### src/rtl/stopwatch_pkg.sv
// Shared constants for the stopwatch display path: segment codes, anode and digit indices.
package stopwatch_pkg;

   // Active-low segment patterns, bit order {g,f,e,d,c,b,a}
   localparam logic [6:0] SEG_0     = 7'b1000000;
   localparam logic [6:0] SEG_1     = 7'b1111001;
   localparam logic [6:0] SEG_2     = 7'b0100100;
   localparam logic [6:0] SEG_3     = 7'b0110000;
   localparam logic [6:0] SEG_4     = 7'b0011001;
   localparam logic [6:0] SEG_5     = 7'b0010010;
   localparam logic [6:0] SEG_6     = 7'b0000010;
   localparam logic [6:0] SEG_7     = 7'b1111000;
   localparam logic [6:0] SEG_8     = 7'b0000000;
   localparam logic [6:0] SEG_9     = 7'b0010000;
   localparam logic [6:0] SEG_DASH  = 7'b0111111;
   localparam logic [6:0] SEG_BLANK = 7'b1111111;

   // Active-low anodes, all digits dark
   localparam logic [3:0] ANODES_OFF = 4'b1111;

   // Digit positions, idx 3 is the leftmost digit
   localparam logic [1:0] DIG_MIN  = 2'd3;
   localparam logic [1:0] DIG_SMSD = 2'd2;
   localparam logic [1:0] DIG_SLSD = 2'd1;
   localparam logic [1:0] DIG_MS   = 2'd0;

   // Active-low one-cold anode pattern for a digit index
   function automatic logic [3:0] anode_sel(input logic [1:0] idx);
      return ~(4'b0001 << idx);
   endfunction

endpackage

### src/rtl/bcd_to_seg7.sv
// Combinational BCD to active-low seven-segment decoder; codes 10..15 show a dash.
module bcd_to_seg7
   import stopwatch_pkg::*;
(
   input  logic [3:0] i_bcd,
   output logic [6:0] o_seg_c
);

   // Digit lookup with dash for invalid BCD
   always_comb begin
      o_seg_c = SEG_DASH;
      case (i_bcd)
         4'd0:    o_seg_c = SEG_0;
         4'd1:    o_seg_c = SEG_1;
         4'd2:    o_seg_c = SEG_2;
         4'd3:    o_seg_c = SEG_3;
         4'd4:    o_seg_c = SEG_4;
         4'd5:    o_seg_c = SEG_5;
         4'd6:    o_seg_c = SEG_6;
         4'd7:    o_seg_c = SEG_7;
         4'd8:    o_seg_c = SEG_8;
         4'd9:    o_seg_c = SEG_9;
         default: o_seg_c = SEG_DASH;
      endcase
   end

endmodule

### src/rtl/seg7_scan_display.sv
// Four-digit multiplexed seven-segment driver with ghosting guard and timed lap snapshot hold.
module seg7_scan_display
   import stopwatch_pkg::*;
#(
   parameter int unsigned SCAN_DIV     = 50000,
   parameter int unsigned GUARD_CYCLES = 4,
   parameter int unsigned HOLD_CYCLES  = 100000000
)
(
   input  logic       clk,
   input  logic       rst,
   input  logic [3:0] minutes,
   input  logic [3:0] seconds_msd,
   input  logic [3:0] seconds_lsd,
   input  logic [3:0] ms_msd,
   input  logic [3:0] lap_minutes,
   input  logic [3:0] lap_seconds_msd,
   input  logic [3:0] lap_seconds_lsd,
   input  logic [3:0] lap_ms,
   input  logic       lap_show,
   input  logic       blank,
   output logic [3:0] an,
   output logic [6:0] seg,
   output logic       dp,
   output logic       lap_mode
);

   localparam int unsigned SC_W   = (SCAN_DIV > 1) ? $clog2(SCAN_DIV) : 1;
   localparam int unsigned HOLD_W = (HOLD_CYCLES > 1) ? $clog2(HOLD_CYCLES + 1) : 1;

   localparam logic [SC_W-1:0]   SC_LAST   = SC_W'(SCAN_DIV - 1);
   localparam logic [SC_W-1:0]   SC_GUARD  = SC_W'(GUARD_CYCLES);
   localparam logic [HOLD_W-1:0] HOLD_LOAD = HOLD_W'(HOLD_CYCLES - 1);

   logic [SC_W-1:0]   r_sc;
   logic [1:0]        r_idx;
   logic              r_lap_d;
   logic              r_lap_mode;
   logic [HOLD_W-1:0] r_hold;
   logic [3:0][3:0]   r_snap;
   logic [3:0]        r_an;
   logic [6:0]        r_seg;
   logic              r_dp;

   logic              w_lap_rise;
   logic              w_guard;
   logic              w_dp_on;
   logic [3:0][3:0]   w_live;
   logic [3:0][3:0]   w_src;
   logic [3:0]        w_digit;
   logic [6:0]        w_seg_c;

   assign w_lap_rise = lap_show & ~r_lap_d;
   assign w_guard    = (r_sc < SC_GUARD);
   assign w_dp_on    = (r_idx == DIG_MIN) || (r_idx == DIG_SLSD);
   assign w_live     = {minutes, seconds_msd, seconds_lsd, ms_msd};

   // Slot counter and digit ring; idx advances on the last cycle of each slot
   always_ff @(posedge clk or negedge rst) begin
      if (!rst) begin
         r_sc  <= '0;
         r_idx <= DIG_MS;
      end else if (r_sc == SC_LAST) begin
         r_sc  <= '0;
         r_idx <= r_idx + 2'd1;
      end else begin
         r_sc  <= r_sc + SC_W'(1);
      end
   end

   // Lap request edge detector
   always_ff @(posedge clk or negedge rst) begin
      if (!rst) begin
         r_lap_d <= 1'b0;
      end else begin
         r_lap_d <= lap_show;
      end
   end

   // Snapshot capture and hold timer; a new request beats expiry in the same cycle
   always_ff @(posedge clk or negedge rst) begin
      if (!rst) begin
         r_snap     <= '0;
         r_lap_mode <= 1'b0;
         r_hold     <= '0;
      end else if (w_lap_rise) begin
         r_snap     <= {lap_minutes, lap_seconds_msd, lap_seconds_lsd, lap_ms};
         r_lap_mode <= 1'b1;
         r_hold     <= HOLD_LOAD;
      end else if (r_lap_mode) begin
         if (r_hold == '0) begin
            r_lap_mode <= 1'b0;
         end else begin
            r_hold     <= r_hold - HOLD_W'(1);
         end
      end
   end

   // Source and digit select for the active slot
   always_comb begin
      w_src   = r_lap_mode ? r_snap : w_live;
      w_digit = w_src[DIG_MS];
      case (r_idx)
         DIG_MIN:  w_digit = w_src[DIG_MIN];
         DIG_SMSD: w_digit = w_src[DIG_SMSD];
         DIG_SLSD: w_digit = w_src[DIG_SLSD];
         default:  w_digit = w_src[DIG_MS];
      endcase
   end

   bcd_to_seg7 u_dec (
      .i_bcd   (w_digit),
      .o_seg_c (w_seg_c)
   );

   // Pin registers; guard window and blank force the display dark
   always_ff @(posedge clk or negedge rst) begin
      if (!rst) begin
         r_an  <= ANODES_OFF;
         r_seg <= SEG_BLANK;
         r_dp  <= 1'b1;
      end else if (blank || w_guard) begin
         r_an  <= ANODES_OFF;
         r_seg <= SEG_BLANK;
         r_dp  <= 1'b1;
      end else begin
         r_an  <= anode_sel(r_idx);
         r_seg <= w_seg_c;
         r_dp  <= ~w_dp_on;
      end
   end

   assign an       = r_an;
   assign seg      = r_seg;
   assign dp       = r_dp;
   assign lap_mode = r_lap_mode;

endmodule
### config.mk
export PLATFORM = sky130hd
export DESIGN_NAME = seg7_scan_display
export DESIGN_NICKNAME = d
export VERILOG_FILES = /design/src/rtl/stopwatch_pkg.sv /design/src/rtl/bcd_to_seg7.sv /design/src/rtl/seg7_scan_display.sv
export SDC_FILE = /design/constraint.sdc
export NUM_CORES = 1
export LEC_CHECK = 0
export CORE_AREA = 2 2 84 86
export CTS_BUF_LIST = sky130_fd_sc_hd__clkbuf_4 sky130_fd_sc_hd__clkbuf_8 sky130_fd_sc_hd__clkbuf_16
export CTS_CLUSTER_DIAMETER = 30
export DETAILED_ROUTE_END_ITERATION = 8
export DIE_AREA = 0 0 86 88
export PLACE_DENSITY = 0.81
export SLEW_MARGIN = 10
export SYNTH_ARGS = -nofsm -noshare
export SYNTH_HDL_FRONTEND = slang
export SYNTH_SLANG_ARGS = --single-unit
### constraint.sdc
create_clock -name clk -period 3.58 [get_ports clk]
set_input_delay 0.358 -clock clk [delete_from_list [all_inputs] [get_ports clk]]
set_output_delay 0.358 -clock clk [all_outputs]
set_load 0.005 [all_outputs]
==> results of run 1 <==
[synth_stat cells (4+ instances only)]
master	number
nor2_1	17
nor4_1	9
or4_1	9
dfstp_2	12
a21oi_1	10
and2_1	4
inv_1	9
dfrtp_1	63
nand4_1	5
a22oi_1	8
o21ai_1	4
nand2_1	81
or3_1	14
xnor2_1	7
nand2b_1	6
nor3_1	6
a31oi_1	5
and3_1	6
ha_1	13
clkbuf_1	14
o31ai_1	10
o21ai_0	14
mux2i_1	8
nor2b_1	5
xor2_1	8
nand3_1	18
[how the worst max path moves through the flow]
stage | end | slack, ns | cells after the start | from
after detailed placement | seg[2]$_DFF_PN1_ | 0.98 | 7 | r_idx[0]$_DFFE_PN0N_
final | seg[1]$_DFF_PN1_ | 0.86 | 7 | r_idx[0]$_DFFE_PN0N_
after CTS | seg[1]$_DFF_PN1_ | 0.93 | 7 | r_idx[0]$_DFFE_PN0N_
after floorplan | r_hold[21]$_DFFE_PN0P_ | 1.25 | 6 | r_hold[6]$_DFFE_PN0P_
after global routing | seg[1]$_DFF_PN1_ | 0.58 | 7 | r_idx[0]$_DFFE_PN0N_
after global placement | seg[2]$_DFF_PN1_ | 1.03 | 7 | r_idx[0]$_DFFE_PN0N_
[through the flow]
| stage | cells | setup slack (ns) |
|---|---|---|
| floorplan | 398 | 1.25 |
| global placement | 514 | 1.03 |
| detailed placement | 514 | 0.984 |
| CTS | 530 | 0.934 |
| global route | 530 | 0.583 |
| finish | 530 | 0.860 |
[flip-flops by register name (all words and copies together), names as in the netlist]
register	count
r_idx	2
r_sc	16
dp	1
seg	7
r_hold	27
lap_mode	1
r_snap	16
an	4
r_lap_d	1
[worst max-delay path, delay by kind of cell, from the launching register on]
kind | cells | cell delay [ns]
flops | 1 | 0.40
fa+ha+maj | 1 | 0.39
compound gates | 3 | 1.33
simple gates | 2 | 0.33
buf+inv | 1 | 0.16
[metal layers]
layer,vias to the layer above,GRT usage [%],part of all wire (%)
met5,-,0,0
met4,0,7.65,1.5
met3,16,5.75,5.9
met2,102,37.6,48
met1,1550,31.8,45
li1,1533,-,-
[area by class of cell]
type	count	area [um^2]
Clock inverter	5	60.1
Clock buffer	11	151
Sequential cell	75	1890
Inverter	9	33.8
Tap cell	80	100
Multi-Input combinational cell	297	1850
Fill cell	498	2050
Timing Repair Buffer	53	513
[cell families after synthesis]
group                    count (synthesis)  share of synthesized area [%]
buffers and inverters                   26                           2.80
adder cells (fa/ha/maj)                 13                           4.23
AND/OR/NAND/NOR                        194                           26.1
flip-flops                              75                           49.2
AO/OA/AOI/OAI                           67                           12.2
XOR/XNOR                                15                           3.41
multiplexers                             8                           2.08
[report_power, final]
group / total [mW] / internal (mW) / switching, mW
combinational: 0.224 / 0.108 / 0.115
clock: 0.678 / 0.362 / 0.316
sequential: 0.935 / 0.906 / 0.0290
total: 1.84 / 1.38 / 0.460
==> flow_metrics.py, run 1 <==
metrics = {
    "status": {
        "status": "complete, no violations",
    },
    "yosys": {
        "ys_types": 47,
        "avgSynthCellArea_um2": 9.67,
        "synth.cell_area_um2": 3850,
        "ys_seq_area_share_pct": 49.2,
        "syn-num-nets": 447,
        "ys_ff_latch": 75,
        "synth_area_leaders": "dfrtp_1 41%, dfstp_2 8.2%, nand2_1 7.9%",
        "yosysTopAreaCellShare_pct": 41.0,
        "netlist_instances": 398,
        "synth_flop_cell": "dfrtp_1",
        "synth_warnings": 0,
        "yosysTopAreaCell": "dfrtp_1",
        "synth_edf_count": 0,
        "async_flop_share_pct": 100,
    },
    "timing": {
        "slew_violations": 0,
        "setup_viol": 0,
        "skew_ns": 0.0103,
        "hold_ws_ns": 0.206,
        "tightest_slew_ns": 1.09,
        "slew_headroom_pct": 27.5,
        "hold_viol": 0,
        "fmaxAchievable_mhz": 368,
        "finalSetupTns_ns": 0,
        "rsz0062_at_grt": "false",
        "period_minus_slack_ns": 2.72,
        "timing.final.crit_share_pct": 76.0,
    },
    "floorplan": {
        "fp.dieW_um": 86,
        "die_h_um": 88,
        "die_area_um2": 7570,
        "core_um2": 6640,
        "row_count": 30,
        "io_pins": 49,
        "start_util_pct": 57.9,
    },
    "setup_path": {
        "cp.arrival_ns": 2.97,
        "criticalPathCategory": "reg -> reg",
        "r2r_cells": 7,
        "startpoint_type": "flop",
        "endpoint_kind": "flop",
        "r2r_slack_ns": 0.86,
        "cpPeakStageDelay_ns": 0.84,
        "cp_cell_sequence": "inv_1, ha_1, nor2b_1, and3_1, a221oi_1, a32oi_1, o21ai_0",
        "critical_path_required_ns": 3.83,
        "regToRegStartpoint": "r_idx[0]$_DFFE_PN0N_",
        "path_max_fanout": 9,
        "r2r-end": "seg[1]$_DFF_PN1_",
        "cp_slowest_cell": "a221oi_1",
    },
    "finish": {
        "drive_above_1_share_pct": 10.7,
        "final_cell_mix": "81 x nand2_1, 63 x dfrtp_1, 47 x clkdlybuf4s50_1, 18 x nand3_1, 17 x nor2_1",
        "stdcell_area_um2": 4600,
        "final_core_util_pct": 69.2,
        "area_growth_pct": 19.5,
        "fin_nets": 494,
        "antenna_cells": 0,
        "final_common_cell": "nand2_1",
    },
    "cts": {
        "cts_inserted_buffers": 9,
        "cts_root_buf": "clkbuf_8",
        "clk_pin_slew_ns": 0.08,
        "htreeDepth": 3,
        "post_cts_buffers": 0,
        "clockBufferDepth": 2,
        "cts_sinks": 75,
        "cts_hold_buf": 0,
        "clock_latency_ns": 0.35,
        "cts_tree": "done",
        "cts_resized": 0,
    },
    "route": {
        "routed-via-count": 3201,
        "via_per_inst": 6.04,
        "wl_per_cell_um": 15.8,
        "drt_iter0_drc": 170,
        "drtPass1Iterations": 4,
        "drc": 0,
        "ant_nets": 0,
        "wl_um": 8350,
    },
    "place": {
        "gp_congestion": 0.904,
        "place_area_um2": 4390,
        "port-buffer-count": 48,
        "hpwl_um": 5690,
    },
    "pwr": {
        "leakagePower_nw": 1.94,
        "ir_worst_vdd_mv": 0.201,
        "p_per_area_nw_per_um2": 399,
        "p_total_mw": 1.84,
    },
    "global_routing": {
        "overflow": 0,
        "antenna_found_initial": 0,
        "grt_max_degree": 49,
        "grt_pass1_vias": 3076,
        "track_usage_pct": 23.5,
        "grt_pass1_wl_um": 14200,
    },
    "hold_path": {
        "hold_path.class": "in -> async",
    },
    "flow_run": {
        "max-cap-violations": 0,
    },
}
(Power assumes the default switching activity.)
==> run 2: changes to the inputs <==
--- a/config.mk
+++ b/config.mk
@@ -5,12 +5,12 @@
 export SDC_FILE = /design/constraint.sdc
 export NUM_CORES = 1
 export LEC_CHECK = 0
-export CORE_AREA = 2 2 84 86
+export CORE_AREA = 2 2 91 93
 export CTS_BUF_LIST = sky130_fd_sc_hd__clkbuf_4 sky130_fd_sc_hd__clkbuf_8 sky130_fd_sc_hd__clkbuf_16
 export CTS_CLUSTER_DIAMETER = 30
 export DETAILED_ROUTE_END_ITERATION = 8
-export DIE_AREA = 0 0 86 88
-export PLACE_DENSITY = 0.81
+export DIE_AREA = 0 0 93 95
+export PLACE_DENSITY = 0.73
 export SLEW_MARGIN = 10
 export SYNTH_ARGS = -nofsm -noshare
 export SYNTH_HDL_FRONTEND = slang
==> constraint.sdc (replaced) <==
create_clock -name clk -period 2.2 [get_ports clk]
set_input_delay 0.22 -clock clk [delete_from_list [all_inputs] [get_ports clk]]
set_output_delay 0.22 -clock clk [all_outputs]
set_load 0.005 [all_outputs]
==> run 2 against run 1 <==
Against the previous run: the run now ends with setup timing left; final cell count increased by 16%; combinational power increased by 87%; design area increased by 15%; die area increased by 17%; clock skew increased by 0.0031 ns; core utilization decreased by 2.3 points; worst setup slack got worse by 0.93 ns; count of clock-buffer cells in the layout decreased by 2; register-to-register slack got worse by 0.93 ns; sequential power increased by 63%; via count increased by 7.8%; critical path depth decreased by 2; critical endpoint is now r_hold[19]$_DFFE_PN0P_.
==> flow_metrics.py, run 2 (synthesis gave the netlist of run 1 again) <==
metrics = {
    "floorplan": {
        "die_h_um": 95,
        "row_count": 33,
        "io_pins": 49,
        "die_area_um2": 8840,
        "core_um2": 7930,
        "fp.dieW_um": 93,
        "start_util_pct": 48.5,
    },
    "cts": {
        "cts_root_buf": "clkbuf_8",
        "clock_latency_ns": 0.37,
        "cts_sinks": 75,
        "htreeDepth": 3,
        "cts_inserted_buffers": 9,
        "cts_tree": "done",
        "clk_pin_slew_ns": 0.08,
        "clockBufferDepth": 2,
    },
    "finish": {
        "largest_reg_flops": 27,
        "stdcell_area_um2": 5300,
        "final_cell_mix": "81 x nand2_1, 60 x dfrtp_1, 58 x buf_4, 47 x clkdlybuf4s50_1",
        "fin_cells": 614,
        "drive_above_1_share_pct": 27.3,
        "final_common_cell": "nand2_1",
        "area_growth_pct": 37.8,
        "reg.largest.list": "r_hold x27, r_sc x16, r_snap x16",
        "top_register": "r_hold",
        "antenna_cells": 0,
        "fin_nets": 553,
        "fill_cells": 620,
    },
    "route": {
        "wl_um": 9340,
        "wl_per_cell_um": 15.2,
        "drt_iter0_drc": 158,
        "via_per_inst": 5.62,
        "drc": 0,
        "routed-via-count": 3451,
        "drtPass1Iterations": 5,
        "ant_nets": 0,
    },
    "timing": {
        "slew_violations": 0,
        "tightest_slew_ns": 0.764,
        "hold_viol": 0,
        "finalSetupTns_ns": -0.455,
        "skew_ns": 0.0134,
        "setup_viol": 12,
        "fmaxAchievable_mhz": 441,
        "rsz0062_at_grt": "true",
        "timing.final.crit_share_pct": 103,
        "period_minus_slack_ns": 2.27,
        "worst_slack_ns": -0.0668,
        "slew_headroom_pct": 49.1,
    },
    "global_routing": {
        "antenna_found_initial": 0,
        "grt_pass1_wl_um": 15400,
        "overflow": 0,
        "grt_max_degree": 60,
        "grt_pass1_vias": 3357,
        "track_usage_pct": 22.3,
    },
    "setup_path": {
        "r2r-end": "r_hold[19]$_DFFE_PN0P_",
        "path_max_fanout": 3,
        "criticalPathCategory": "reg -> reg",
        "r2r_slack_ns": -0.07,
        "critical_path_required_ns": 2.49,
        "cp.arrival_ns": 2.56,
        "endpoint_kind": "flop",
        "regToRegStartpoint": "r_hold[16]$_DFFE_PN0P_",
        "r2r_cells": 5,
        "startpoint_type": "flop",
    },
    "hold_path": {
        "hold_path.class": "in -> async",
    },
    "place": {
        "place_area_um2": 4830,
        "port-buffer-count": 48,
        "hpwl_um": 6610,
        "gp_congestion": 0.913,
        "dp.cells": 588,
    },
    "pwr": {
        "p_total_mw": 2.96,
        "ir_worst_vdd_mv": 0.356,
        "leakagePower_nw": 2.23,
        "p_per_area_nw_per_um2": 559,
    },
    "flow_run": {
        "max-cap-violations": 0,
    },
    "status": {
        "violations": "setup timing",
        "status": "complete, but fails checks",
    },
}
==> run 2: per-stage QoR <==
step	setup slack, ns	util, %	hold slack [ns]
global route	-0.149	66.9	0.363
floorplan	-0.0881	-	-0.0756
detailed placement	-0.158	61.0	0.185
CTS	-0.0562	64.6	0.334
finish	-0.0668	66.9	0.331
global placement	-0.0900	61.0	0.178
==> run 2: cell type report <==
class / count / area [um^2] / share of cell area (%)
Clock buffer: 9 / 124 / 2.34
Inverter: 9 / 36.3 / 0.684
Clock inverter: 7 / 65.1 / 1.23
Tap cell: 105 / 131 / 2.48
Sequential cell: 75 / 1900 / 35.7
Timing Repair Buffer: 111 / 983 / 18.5
Multi-Input combinational cell: 298 / 2070 / 39.0
==> run 2: what timing repair did <==
item | CTS | global route
buffers inserted | 3 | 5
pin swaps | 9 | 11
endpoints found under the hold margin | 16 | 0
gates resized for setup | 11 | 36
hold buffers | 1 | 0
cloned | 1 | 0
setup endpoints to repair | 21 | 29
==> run 2: how the worst max path moves through the flow <==
stage	slack (ns)	cells past startpoint	endpoint	from
after floorplan	-0.09	6	r_hold[21]$_DFFE_PN0P_	r_hold[5]$_DFFE_PN0P_
after global placement	-0.09	5	r_hold[15]$_DFFE_PN0P_	r_hold[12]$_DFFE_PN0P_
after detailed placement	-0.16	5	r_hold[15]$_DFFE_PN0P_	r_hold[12]$_DFFE_PN0P_
after CTS	-0.06	5	r_hold[19]$_DFFE_PN0P_	r_hold[12]$_DFFE_PN0P_
after global routing	-0.15	9	seg[3]$_DFF_PN1_	r_idx[0]$_DFFE_PN0N_
final	-0.07	5	r_hold[19]$_DFFE_PN0P_	r_hold[16]$_DFFE_PN0P_
==> run 2: power by group <==
group	switching, mW	total (mW)	internal (mW)
Combinational	0.205	0.419	0.214
Sequential	0.0420	1.52	1.47
Clock	0.591	1.03	0.438
==> run 2: worst max-delay path, stage by stage, from the launching register on <==
cell and delay (ns):
dfrtp_1 0.40, or4_4 0.58, or4_4 0.52, nor2_4 0.12
or4b_1 0.44, a21oi_1 0.13
==> run 2: metal layers <==
layer	global-route usage [%]	routed length, um	vias to the layer above
li1	-	-	1654
met1	28.8	3970	1681
met2	36.7	4620	96
met3	4.15	539	20
met4	10.3	209	0
met5	0	0	-
